[src/rtl/dac_test_pkg.sv]
// rtl/dac_test_pkg.sv - shared state encoding and default widths for the DAC ramp checker
package dac_test_pkg;

  localparam int DEF_CODE_BITS = 4;
  localparam int DEF_ADC_BITS  = 8;

  typedef enum logic [2:0] {
    ST_IDLE   = 3'd0,
    ST_WAIT0  = 3'd1,
    ST_SETTLE = 3'd2,
    ST_ACC    = 3'd3,
    ST_HOLD   = 3'd4,
    ST_DONE   = 3'd5
  } state_t;

endpackage

[src/rtl/dac_step_acc.sv]
// rtl/dac_step_acc.sv - per-code settle/sample counting, averaging and step/error evaluation
module dac_step_acc
  import dac_test_pkg::*;
#(
  parameter int ADC_BITS = DEF_ADC_BITS,
  parameter int SETTLE   = 2,
  parameter int AVG_LOG2 = 2,
  parameter int MIN_STEP = 1
) (
  input  logic                clk,
  input  logic                rst,
  input  logic                clr,
  input  logic                restart,
  input  logic                settle_inc,
  input  logic                acc_en,
  input  logic                commit,
  input  logic                short_res,
  input  logic                code_zero,
  input  logic [ADC_BITS-1:0] data,
  output logic                settle_last,
  output logic                acc_last,
  output logic [ADC_BITS-1:0] level,
  output logic [ADC_BITS:0]   step,
  output logic                err
);

  localparam int SUM_W = ADC_BITS + AVG_LOG2;
  localparam logic [AVG_LOG2:0] ACC_LAST = (AVG_LOG2 + 1)'((1 << AVG_LOG2) - 1);
  localparam logic signed [ADC_BITS:0] MIN_S = (ADC_BITS + 1)'(MIN_STEP);

  logic [3:0]          settle_cnt;
  logic [AVG_LOG2:0]   acc_cnt;
  logic [SUM_W-1:0]    sum;
  logic [SUM_W-1:0]    sum_next;
  logic [SUM_W-1:0]    lvl_src;
  logic [ADC_BITS-1:0] prev_level;
  logic [ADC_BITS:0]   diff;

  assign sum_next    = sum + SUM_W'(data);
  assign settle_last = ({1'b0, settle_cnt} + 5'd1) >= 5'(SETTLE);
  assign acc_last    = acc_cnt == ACC_LAST;

  // A short dwell reports the partial sum; a full one includes the beat being accumulated now.
  assign lvl_src = short_res ? sum : sum_next;
  assign level   = lvl_src[SUM_W-1:AVG_LOG2];
  assign diff    = {1'b0, level} - {1'b0, prev_level};
  assign step    = code_zero ? '0 : diff;
  assign err     = short_res || (!code_zero && ($signed(step) < MIN_S));

  always_ff @(posedge clk or posedge rst) begin
    if (rst) begin
      settle_cnt <= '0;
      acc_cnt    <= '0;
      sum        <= '0;
      prev_level <= '0;
    end else if (clr) begin
      settle_cnt <= '0;
      acc_cnt    <= '0;
      sum        <= '0;
      prev_level <= '0;
    end else begin
      if (restart) begin
        settle_cnt <= 4'd1;
        acc_cnt    <= '0;
        sum        <= '0;
      end else if (settle_inc) begin
        settle_cnt <= settle_cnt + 4'd1;
      end else if (acc_en) begin
        sum     <= sum_next;
        acc_cnt <= acc_cnt + 1'b1;
      end
      if (commit) prev_level <= level;
    end
  end

endmodule

[src/rtl/dac_ramp_analyzer.sv]
// rtl/dac_ramp_analyzer.sv - sweep FSM, code sequence check, single-entry result register and sticky flags
module dac_ramp_analyzer
  import dac_test_pkg::*;
#(
  parameter int CODE_BITS = DEF_CODE_BITS,
  parameter int ADC_BITS  = DEF_ADC_BITS,
  parameter int SETTLE    = 2,
  parameter int AVG_LOG2  = 2,
  parameter int MIN_STEP  = 1
) (
  input  logic                 clk,
  input  logic                 rst,
  input  logic                 start,
  input  logic                 smp_valid,
  input  logic [ADC_BITS-1:0]  smp_data,
  input  logic [CODE_BITS-1:0] smp_code,
  output logic                 res_valid,
  input  logic                 res_ready,
  output logic [CODE_BITS-1:0] res_code,
  output logic [ADC_BITS-1:0]  res_level,
  output logic [ADC_BITS:0]    res_step,
  output logic                 res_err,
  output logic                 busy,
  output logic                 done,
  output logic                 seq_err,
  output logic                 ovf,
  output logic [CODE_BITS:0]   err_count
);

  localparam logic [CODE_BITS-1:0] MAX_CODE = '1;
  localparam state_t AFTER_CHANGE = (SETTLE <= 1) ? ST_ACC : ST_SETTLE;

  state_t               state;
  logic [CODE_BITS-1:0] cur_code;
  logic                 same_code, next_code, in_meas;
  logic                 emit_full, emit_short, emit, restart, clr;
  logic                 settle_last, acc_last, step_err;
  logic [ADC_BITS-1:0]  level;
  logic [ADC_BITS:0]    step;

  assign same_code  = smp_code == cur_code;
  assign next_code  = {1'b0, smp_code} == ({1'b0, cur_code} + 1'b1);
  assign in_meas    = state inside {ST_SETTLE, ST_ACC, ST_HOLD};
  assign emit_full  = smp_valid && state == ST_ACC && same_code && acc_last;
  assign emit_short = smp_valid && (state == ST_SETTLE || state == ST_ACC) && !same_code && next_code;
  assign emit       = emit_full || emit_short;
  assign restart    = smp_valid && ((state == ST_WAIT0 && smp_code == '0) ||
                                    (in_meas && !same_code && next_code));
  assign clr        = start && (state == ST_IDLE || state == ST_DONE);

  dac_step_acc #(
    .ADC_BITS (ADC_BITS),
    .SETTLE   (SETTLE),
    .AVG_LOG2 (AVG_LOG2),
    .MIN_STEP (MIN_STEP)
  ) u_step_acc (
    .clk         (clk),
    .rst         (rst),
    .clr         (clr),
    .restart     (restart),
    .settle_inc  (smp_valid && state == ST_SETTLE && same_code),
    .acc_en      (smp_valid && state == ST_ACC && same_code),
    .commit      (emit),
    .short_res   (emit_short),
    .code_zero   (cur_code == '0),
    .data        (smp_data),
    .settle_last (settle_last),
    .acc_last    (acc_last),
    .level       (level),
    .step        (step),
    .err         (step_err)
  );

  always_ff @(posedge clk or posedge rst) begin
    if (rst) begin
      state     <= ST_IDLE;
      cur_code  <= '0;
      res_valid <= 1'b0;
      res_code  <= '0;
      res_level <= '0;
      res_step  <= '0;
      res_err   <= 1'b0;
      busy      <= 1'b0;
      done      <= 1'b0;
      seq_err   <= 1'b0;
      ovf       <= 1'b0;
      err_count <= '0;
    end else begin
      // A held, unconsumed result wins; the new one is dropped but still counted.
      if (emit) begin
        if (res_valid && !res_ready) begin
          ovf <= 1'b1;
        end else begin
          res_valid <= 1'b1;
          res_code  <= cur_code;
          res_level <= level;
          res_step  <= step;
          res_err   <= step_err;
        end
        if (step_err) err_count <= err_count + 1'b1;
      end else if (res_valid && res_ready) begin
        res_valid <= 1'b0;
      end

      case (state)
        ST_IDLE, ST_DONE: begin
          if (start) begin
            state     <= ST_WAIT0;
            busy      <= 1'b1;
            done      <= 1'b0;
            seq_err   <= 1'b0;
            ovf       <= 1'b0;
            err_count <= '0;
          end
        end
        ST_WAIT0: begin
          if (restart) begin
            cur_code <= '0;
            state    <= AFTER_CHANGE;
          end
        end
        ST_SETTLE, ST_ACC, ST_HOLD: begin
          if (smp_valid) begin
            if (same_code) begin
              if (state == ST_SETTLE && settle_last) begin
                state <= ST_ACC;
              end else if (emit_full) begin
                if (cur_code == MAX_CODE) begin
                  state <= ST_DONE;
                  busy  <= 1'b0;
                  done  <= 1'b1;
                end else begin
                  state <= ST_HOLD;
                end
              end
            end else if (next_code) begin
              cur_code <= smp_code;
              state    <= AFTER_CHANGE;
            end else begin
              seq_err <= 1'b1;
              busy    <= 1'b0;
              done    <= 1'b1;
              state   <= ST_DONE;
            end
          end
        end
        default: state <= ST_IDLE;
      endcase
    end
  end

endmodule
[config.mk]
export PLATFORM = sky130hd
export DESIGN_NAME = dac_ramp_analyzer
export DESIGN_NICKNAME = d
export VERILOG_FILES = /design/src/rtl/dac_test_pkg.sv /design/src/rtl/dac_step_acc.sv /design/src/rtl/dac_ramp_analyzer.sv
export SDC_FILE = /design/constraint.sdc
export NUM_CORES = 1
export LEC_CHECK = 0
export CAP_MARGIN = 10
export CORE_MARGIN = 2
export CORE_UTILIZATION = 35
export DETAILED_ROUTE_END_ITERATION = 8
export GPL_ROUTABILITY_DRIVEN = 0
export PLACE_DENSITY_LB_ADDON = 0.05
export SLEW_MARGIN = 25
export SYNTH_ARGS = -nofsm -noshare
export SYNTH_HDL_FRONTEND = slang
export SYNTH_HIERARCHICAL = 1
export SYNTH_SLANG_ARGS = --single-unit
[constraint.sdc]
create_clock -name clk -period 6 [get_ports clk]
set_input_delay 0.6 -clock clk [delete_from_list [all_inputs] [get_ports clk]]
set_output_delay 0.6 -clock clk [all_outputs]
set_load 0.1 [all_outputs]
* After elaboration in Yosys (flattened, before gate mapping)
Index checks and enable logic that the tools add are counted.
Widths: inputs -> output; s select.
** Storage, ports and cells
- Input bits :: 17
- Output and inout bits :: 32
- Bits in registers :: 64
- Logic and storage cells :: 151
** Cells by class
- Magnitude comparators :: 2
- Reduce and logical (&&, ||, !) cells :: 44
- $add $sub $neg :: 7
- Bitwise operators :: 1
- Mux-type cells :: 59
- Equality and inequality tests :: 22
** Operators with widths (count)
- $mux 10 :: 5
- $mux 3 :: 11
- $mux 4 :: 7
- $mux 1 :: 24
- $mux 5 :: 4
- $logic_and 1x1->1 :: 17
- $mux 8 :: 2
- $ne 3x3->1 const B :: 5
- $ne 2x2->1 const B :: 7
- $add 10x8->10 :: 1
- $add 4x1->5 const B :: 2
- $reduce_and 5->1 :: 2
- $eq 3x2->1 const B :: 3
- $lt 9x2->1 const B :: 1
- $mux 9 :: 1
- $pmux 3 s3 :: 1
- $reduce_bool 3->1 :: 3
- $sub 8x8->9 :: 1
- $logic_not 4->1 :: 2
- $pmux 4 s2 :: 1
- $reduce_bool 2->1 :: 4
- $reduce_and 7->1 :: 1
- $eq 3x3->1 const B :: 2
- $pmux 1 s2 :: 3
- other kinds (17) :: 25

* Logic depth before layout (Yosys ltp)
Gate-level depths: netlist of run 1.
- Depth in word-level cells :: 15
- Gate-level depth with buffers :: 21
- Mapped depth without buffers :: 20

* By module
Netlist of run 1, hierarchy kept.
** By module, submodules not included
- dac_ramp_analyzer :: instances 1, sequential area each 975.9 um^2, cells an instance 179, area each 2043.2 um^2
- dac_step_acc :: instances 1, sequential area each 625.6 um^2, cells an instance 225, area each 1958.1 um^2

* Worst setup path after synthesis of run 1
No wires, ideal clock.
- Path type :: reg2reg
- Start point :: register cur_code[0]
- End point :: register err_count[4]
- Slack :: 1.087 ns
- Library setup time :: 0.077 ns
- Buffers on the path :: 1
- Clock period less this slack :: 4.913 ns
- Required time :: 5.923 ns
- Data arrival time :: 4.835 ns
- Cell stages (with the launch flop) :: 22
- Path through :: dfrtp_1 inv_1 ha_1 xor2_1 nor2_2 nand3_1 nor2_1 clkbuf_1 mux2_2 inv_1 ha_1 inv_1 fa_1 a211oi_2 nor2_1 nor2_2 nor3_1 or4_4 o41ai_2 nand4_1 or4_1 a21oi_1
** On the way
- Cells in the longest elaborated chain, start to end :: 14
- Elaborated cells on any way between the ends :: 21
- Those cells by class :: add/sub: 2; order compare: 1; eq/ne: 2; mux: 6; reduce/logical: 10
** Ends and longest elaborated chain
- start: declaration :: line dac_ramp_analyzer.sv:34 : logic [CODE_BITS-1:0] cur_code;
- start signal: assignment :: line dac_ramp_analyzer.sv:137 : cur_code <= smp_code;
- parallel branches: the longest is 3 deep, another holds $add 4x1->5
- $logic_and 1x1->1 * :: line dac_ramp_analyzer.sv:45 : assign emit_short = smp_valid && (state == ST_SETTLE || state == ST_ACC) && !same_code && next_code;
- net emit_short :: line dac_ramp_analyzer.sv:36 : logic emit_full, emit_short, emit, restart, clr;
- $mux 10 * :: line dac_step_acc.sv:44 : assign lvl_src = short_res ? sum : sum_next;
- net level[0] :: line dac_ramp_analyzer.sv:38 : logic [ADC_BITS-1:0] level;
- $sub 8x8->9 * :: line dac_step_acc.sv:46 : assign diff = {1'b0, level} - {1'b0, prev_level};
- $mux 9 * :: line dac_step_acc.sv:47 : assign step = code_zero ? '0 : diff;
- net step[4] :: line dac_ramp_analyzer.sv:39 : logic [ADC_BITS:0] step;
- $lt 9x2->1 * :: line dac_step_acc.sv:48 : assign err = short_res || (!code_zero && ($signed(step) < MIN_S));
- $logic_and 1x1->1 * :: line dac_step_acc.sv:48
- $logic_or 1x1->1 * :: line dac_step_acc.sv:48
- net step_err :: line dac_ramp_analyzer.sv:37 : logic settle_last, acc_last, step_err;
- $mux 5 * :: line dac_ramp_analyzer.sv:100 : if (step_err) err_count <= err_count + 1'b1;
- $mux 5 * :: line dac_ramp_analyzer.sv:90 : if (emit) begin
- $mux 5 :: line dac_ramp_analyzer.sv:107 : if (start) begin
- $mux 5 * :: line dac_ramp_analyzer.sv:105 : case (state)
- end signal: assignment :: line dac_ramp_analyzer.sv:100
- end: declaration :: line dac_ramp_analyzer.sv:27 : output logic [CODE_BITS:0] err_count
Mark *: on every way through the listed nets, which the timed path passes.
A chain may end at the register's enable or synchronous reset.

* Worst setup path in the final report of run 1
- Start point :: input smp_code[3]
- End point :: register err_count[3]
** On the way
- Cells in the longest elaborated chain, start to end :: 14
- Elaborated cells on any way between the ends :: 18
- Those cells by class :: add/sub: 1; order compare: 1; eq/ne: 2; mux: 6; reduce/logical: 8
** Ends and longest elaborated chain
- start: declaration :: line dac_ramp_analyzer.sv:16 : input logic [CODE_BITS-1:0] smp_code,
- $eq 4x4->1 :: line dac_ramp_analyzer.sv:41 : assign same_code = smp_code == cur_code;
- $logic_not 1->1 :: line dac_ramp_analyzer.sv:45
- $logic_and 1x1->1 :: line dac_ramp_analyzer.sv:45
- $logic_and 1x1->1 * :: line dac_ramp_analyzer.sv:45
- net emit_short :: line dac_ramp_analyzer.sv:36
- $mux 10 * :: line dac_step_acc.sv:44
- net level[0] :: line dac_ramp_analyzer.sv:38
- $sub 8x8->9 * :: line dac_step_acc.sv:46
- (+1 left out)
- net step[4] :: line dac_ramp_analyzer.sv:39
- $lt 9x2->1 * :: line dac_step_acc.sv:48
- $logic_and 1x1->1 * :: line dac_step_acc.sv:48
- $logic_or 1x1->1 * :: line dac_step_acc.sv:48
- net step_err :: line dac_ramp_analyzer.sv:37
- $mux 5 * :: line dac_ramp_analyzer.sv:100
- $mux 5 * :: line dac_ramp_analyzer.sv:90
- $mux 5 :: line dac_ramp_analyzer.sv:107
- $mux 5 * :: line dac_ramp_analyzer.sv:105
Mark *: on every way through the listed nets, which the timed path passes. The rest lies on a longest branch.

==> impl_metrics.yaml, run 1 <==
cts:
  hold_buffers: 0
  post_cts_buffers: 0
  cts_buffer_depth: 2
  cts_resized: 0
  clock_latency_ns: 0.34
  root_buffer: "clkbuf_16"
  cts_made_buffers: 9
  cts_tree: "done"
  htree_levels: 3
  clk_pin_slew_ns: 0.05
  clock-sinks: 64
sta:
  hold_violations: 0
  fin_tns_setup_ns: 0
  fin_hold_ws_ns: 0.489
  period_needed_ns: 5.27
  finalMaxSlewViolations: 0
  fin_skew_ns: 0.00591
  setup_viol: 0
  worst-slew-pin-transition_ns: 0.980
  fmax_mhz: 190
  finalCritPeriodShare_pct: 87.9
  relSlewSlack_pct: 34.5
  rsz0062_at_grt: "no"
grt:
  grt_pass1_vias: 3131
  grt_util_met1_pct: 22.0
  grtUsageMet3_pct: 4.16
  grt_busiest_layer: "met2"
  grt_pass1_wl_mm: 16.0
  gr-total-overflow: 0
  grt_max_degree: 40
  grt_antenna_before_repair: 0
  met2_usage_pct: 25.7
  track_usage_pct: 16.5
cells_and_area:
  n_fill_cell: 1072
  final_core_utilization_pct: 43.2
  fin_nets: 492
  antenna_cells: 0
  final_layout_size_suffix_gt1_share_pct: 14.8
  final_cells: 597
  syn2layout_area_growth_pct: 21.7
setup_path:
  crit_fanout: 8
  worstSetupStartpointType: "primary input"
  worstPathCellList: "clkdlybuf4s50_1 > xnor2_2 > xnor2_2 > nand3_1 > nor2_1 > mux2_2 > inv_1 > ha_1 > inv_1 > fa_1 > a211oi_2 > nor2_1 > nor2_2 > nor3_1 > or4_4 > o41ai_2 > nand2_1 > or4_1 > a21oi_1"
  critPathTopFamily: "simple AND/OR/NAND/NOR gates"
  worstPathRequired_ns: 6.25
  cp_num_buf_inv: 3
  cp-end-kind: "flop"
  crit_arrival_ns: 5.52
  slowest_delay_ns: 0.54
  path_class: "primary input to flop"
  crit_slowest_cell: "or4_4"
floorplan:
  die_y_um: 111
  num_io_pins: 49
  rows: 39
  core_um2: 11300
  dieArea_um2: 12300
  fp.dieW_um: 111
  initial_core_util_pct: 35.5
yosys:
  synth_top_area_share_pct: 40.0
  syn-num-nets: 446
  ys_warn_count: 6
  yosys-top-cells-area: "dfrtp_1 40%, mux2_2 7.3%, ha_1 7.2%"
  yosys.area.top_type: "dfrtp_1"
  ys_seq_area_share_pct: 40.0
  syn_avg_cell_area_um2: 9.90
  synth.most_common_cell: "dfrtp_1"
  async_reset_ff_share_pct: 100
  synth_cell_type_count: 66
  synthFlopType: "dfrtp_1"
  synth_edf_count: 0
  yosys-top-cells-count: "64 x dfrtp_1, 36 x nor2_1, 27 x a21oi_1"
  syn_area_um2: 4000
  synth-seq-cells: 64
  syn_inst: 404
routing:
  drt_first_iter_violations: 103
  post_drt_via_cell_ratio: 5.14
  drc_errors: 0
  ant_nets: 0
  wl_mm: 9.53
  routedWlPerCell_um: 16.0
  drtPass1Iterations: 4
  via_count: 3069
power_and_ir_drop:
  p_total_mw: 1.39
  static-leakage-power_nw: 2.12
  irDropWorstVdd_mv: 0.300
  power_density_nw_per_um2: 286
placed_design:
  place_hpwl_mm: 6.81
  portBuffers: 48
  dp.cells: 582
run_status:
  status: "complete, no violations"
run:
  cap_viol_max_count: 0
hold_path:
  hold_class: "flop to flop"
## placed cells by master (no fill, tap or decap), types with 4 or more instances in the layout
cell type	n
nor3_1	14
nand4_1	4
a21oi_1	27
mux2i_1	4
o21a_1	9
or2_2	4
o21ai_0	14
dfrtp_1	64
a22o_1	4
nand2b_1	4
xor2_1	11
or4_1	5
ha_1	23
or3_1	4
nor2_1	36
buf_4	4
inv_1	24
xnor2_1	11
nand3_1	9
a21o_1	4
clkbuf_16	9
clkdlybuf4s50_1	48
mux2_2	26
a211oi_1	4
nand2_1	26
## sequential cells by signal (all words and copies together) (netlist names), 3 cells and up
register and cells:
err_count 5, res_step 9, res_code 4, cur_code 4
u_step_acc/sum 10, u_step_acc/settle_cnt 4, state 3, res_level 8
u_step_acc/acc_cnt 3, u_step_acc/prev_level 8
## routing by layer
| layer | vias to the layer above | part of all wire [%] |
|---|---|---|
| met5 | - | 0 |
| met4 | 0 | 1.6 |
| met3 | 13 | 3.8 |
| met2 | 60 | 47 |
| met1 | 1455 | 48 |
| li1 | 1541 | - |
## per-stage QoR
| step | area, um^2 | setup WS (ns) |
|---|---|---|
| global placement | 4580 | 0.417 |
| floorplan | 4000 | 1.09 |
| detailed placement | 4580 | 0.415 |
| CTS | 4870 | 0.755 |
| finish | 4870 | 0.728 |
| global route | 4870 | 0.374 |
## cell families after synthesis
kind of cell	Yosys count	synth area share (%)
muxes	31	8.60
AOI/OAI and AO/OA	88	15.5
xor gates and xnor gates	24	5.63
adders and majority gates	25	8.19
DFF	64	40.0
and+or+nand+nor	130	16.9
buffers and inverters	42	5.16
## power breakdown
part / internal (mW) / switching [mW]
Clock: 0.330 / 0.194
Combinational: 0.130 / 0.249
Sequential: 0.463 / 0.0248
## cell type report
class | instances | area (um^2) | area share [%]
flip-flops and latches | 64 | 1600 | 32.9
clock inverters | 3 | 42.5 | 0.874
well taps | 143 | 179 | 3.67
repair buffers | 52 | 510 | 10.5
clock buffers | 12 | 246 | 5.06
inverters | 25 | 93.8 | 1.93
multi-input cells | 298 | 2200 | 45.1
## worst paths after layout
path / startpoint / endpoint / slack, ns / cells past startpoint
max in group asynchronous: rst / done$_DFFE_PP0P_ / 4.88 / 3
setup / recovery: smp_code[3] / err_count[3]$_DFF_PP0_ / 0.73 / 19
setup reg to reg: cur_code[0]$_DFFE_PP0P_ / err_count[3]$_DFF_PP0_ / 0.78 / 20
hold / removal: done$_DFFE_PP0P_ / done$_DFFE_PP0P_ / 0.49 / 1
hold reg to reg: done$_DFFE_PP0P_ / done$_DFFE_PP0P_ / 0.49 / 1
min in group asynchronous: rst / u_step_acc/sum[5]$_DFFE_PP0P_ / 0.66 / 2
(Power assumes the default switching activity.)
==> inputs of run 2 (changes only) <==
--- a/config.mk
+++ b/config.mk
@@ -16,3 +16,4 @@
 export SYNTH_HDL_FRONTEND = slang
 export SYNTH_HIERARCHICAL = 1
 export SYNTH_SLANG_ARGS = --single-unit
+export TNS_END_PERCENT = 10
==> results of run 2 <==
Same layout as run 1: the final DEF is identical, and so are final timing and power.
==> inputs of run 3 (changes only) <==
--- a/config.mk
+++ b/config.mk
@@ -7,7 +7,7 @@
 export LEC_CHECK = 0
 export CAP_MARGIN = 10
 export CORE_MARGIN = 2
-export CORE_UTILIZATION = 35
+export CORE_UTILIZATION = 55
 export DETAILED_ROUTE_END_ITERATION = 8
 export GPL_ROUTABILITY_DRIVEN = 0
 export PLACE_DENSITY_LB_ADDON = 0.05
==> run 3 against run 2 <==
Effect of this change: global-route usage grew 7.3 points; sequential share of layout area increased by 0.86 points; clock power down 22%; largest cell class unchanged; largest power group is now sequential cells; highest routed layer unchanged.
==> impl_metrics.yaml, run 3 (synthesized netlist as in run 1, its figures left out) <==
sta:
  hold_violations: 0
  period_needed_ns: 5.23
  worst-slew-pin-transition_ns: 0.980
  fin_skew_ns: 0.00756
  rsz0062_at_grt: "no"
  finalCritPeriodShare_pct: 87.1
  finalMaxSlewViolations: 0
  fin_tns_setup_ns: 0
  setup_viol: 0
  fmax_mhz: 191
  relSlewSlack_pct: 34.5
  fin_hold_ws_ns: 0.499
grt:
  grt_util_met1_pct: 32.5
  met2_usage_pct: 39.7
  track_usage_pct: 23.8
  grt_busiest_layer: "met2"
  grt_max_degree: 40
  grt_pass1_wl_mm: 14.6
  grt_antenna_before_repair: 0
  grtUsageMet3_pct: 3.69
  gr-total-overflow: 0
  grt_pass1_vias: 3070
routing:
  ant_nets: 0
  drt_first_iter_violations: 168
  drc_errors: 0
  wl_mm: 8.60
  via_count: 3132
  post_drt_via_cell_ratio: 5.65
  routedWlPerCell_um: 15.5
  drtPass1Iterations: 4
power_and_ir_drop:
  combPwrFrac_pct: 29.8
  power_density_nw_per_um2: 269
  p_int_uw: 827
  power_frac_seq_pct: 38.3
  swShare_pct: 35.3
  switchingPower_uw: 451
  irDropWorstVdd_mv: 0.167
  static-leakage-power_nw: 2.10
  pwr-share-clk_pct: 31.9
cells_and_area:
  fin_nets: 492
  final_layout_size_suffix_gt1_share_pct: 15.4
  n_fill_cell: 609
  layout_common_cells: "64 x dfrtp_1, 48 x clkdlybuf4s50_1, 36 x nor2_1"
  largest_register: "u_step_acc/sum"
  final_cells: 554
  register_area_um2: 1600
  multi_input_area_um2: 2200
  antenna_cells: 0
  finalInstanceArea_um2: 4750
  syn2layout_area_growth_pct: 18.6
  layout_commonest_cell: "dfrtp_1"
  final_core_utilization_pct: 66.5
  largest_reg_flops: 10
  reg_top3: "u_step_acc/sum x10, res_step x9"
hold_path:
  hold_class: "flop to flop"
setup_path:
  path_class: "primary input to flop"
  crit_fanout: 8
  r2r_slack_ns: 0.85
  worstPathRequired_ns: 6.25
  worstSetupEndpoint: "err_count[4]$_DFF_PP0_"
  worstSetupStartpointType: "primary input"
  r2r_start: "cur_code[0]$_DFFE_PP0P_"
  crit_arrival_ns: 5.47
  crit_start: "smp_code[2]"
  r2r-end: "err_count[4]$_DFF_PP0_"
  worst-r2r-cell-count: 20
  cp-end-kind: "flop"
cts:
  htree_levels: 3
  root_buffer: "clkbuf_8"
  clock_latency_ns: 0.33
  clk_pin_slew_ns: 0.07
  cts_made_buffers: 9
  hold_buffers: 0
  clock-sinks: 64
  cts_resized: 0
  cts_buffer_depth: 2
  post_cts_buffers: 0
  cts_tree: "done"
floorplan:
  die_y_um: 89.3
  dieArea_um2: 7970
  core_um2: 7140
  fp.dieW_um: 89.3
  rows: 31
  num_io_pins: 49
  initial_core_util_pct: 56.1
placed_design:
  dpl_cell_area_um2: 4520
  dp.cells: 538
  portBuffers: 48
  place_hpwl_mm: 6.17
run:
  cap_viol_max_count: 0
run_status:
  status: "complete, no violations"
==> run 3: worst min-delay path by stage <==
stage | startpoint | to | slack [ns] | depth (start not counted)
finish | res_level[3]$_DFFE_PP0P_ | res_level[3]$_DFFE_PP0P_ | 0.50 | 1
global route | done$_DFFE_PP0P_ | done$_DFFE_PP0P_ | 0.53 | 1
CTS | res_level[3]$_DFFE_PP0P_ | res_level[3]$_DFFE_PP0P_ | 0.50 | 1
detailed placement | res_level[3]$_DFFE_PP0P_ | res_level[3]$_DFFE_PP0P_ | 0.48 | 1
global placement | res_level[3]$_DFFE_PP0P_ | res_level[3]$_DFFE_PP0P_ | 0.47 | 1
floorplan | u_step_acc/prev_level[1]$_DFFE_PP0P_ | u_step_acc/prev_level[1]$_DFFE_PP0P_ | 0.49 | 2
==> run 3: per-layer routing <==
layer	share of wire (%)	vias up	wire, um
met2	48	74	4170
met5	0	-	0
met3	4.1	6	349
li1	-	1536	-
met1	47	1516	4020
met4	0.73	0	63
==> run 3: critical path, stage by stage <==
cell and delay, ns:
clkdlybuf4s50_1 0.52, xor2_1 0.23, o211ai_4 0.24, nand3_1 0.26, nor2_1 0.26, mux2_2 0.38, inv_1 0.06, ha_1 0.16
inv_1 0.06, fa_1 0.41, a211oi_2 0.31, nor2_1 0.10, nor2_2 0.08, nor3_1 0.05, or4_4 0.53, o41ai_2 0.43
nand4_1 0.18, or4_1 0.43, a21oi_1 0.16
==> run 3: power groups by stage <==
stage | clock network [mW] | logic, mW | registers, mW
floorplan | 0 | 0.194 | 0.597
global placement | 0 | 0.373 | 0.497
detailed placement | 0 | 0.378 | 0.498
CTS | 0.418 | 0.380 | 0.489
global route | 0.438 | 0.412 | 0.493
finish | 0.408 | 0.380 | 0.490
==> run 3: final cells by class <==
type	instances	area share (%)
Sequential cell	64	33.7
Multi-Input combinational cell	298	46.3
Inverter	25	1.98
Clock buffer	9	2.61
Timing Repair Buffer	52	10.8
Clock inverter	7	2.03
Tap cell	99	2.61
==> run 3: through the flow <==
stage	worst slack (ns)	power, mW
final	0.774	1.28
after global routing	0.386	1.34
after CTS	0.818	1.29
after detailed placement	0.509	0.875
after global placement	0.599	0.871
after floorplan	1.09	0.790
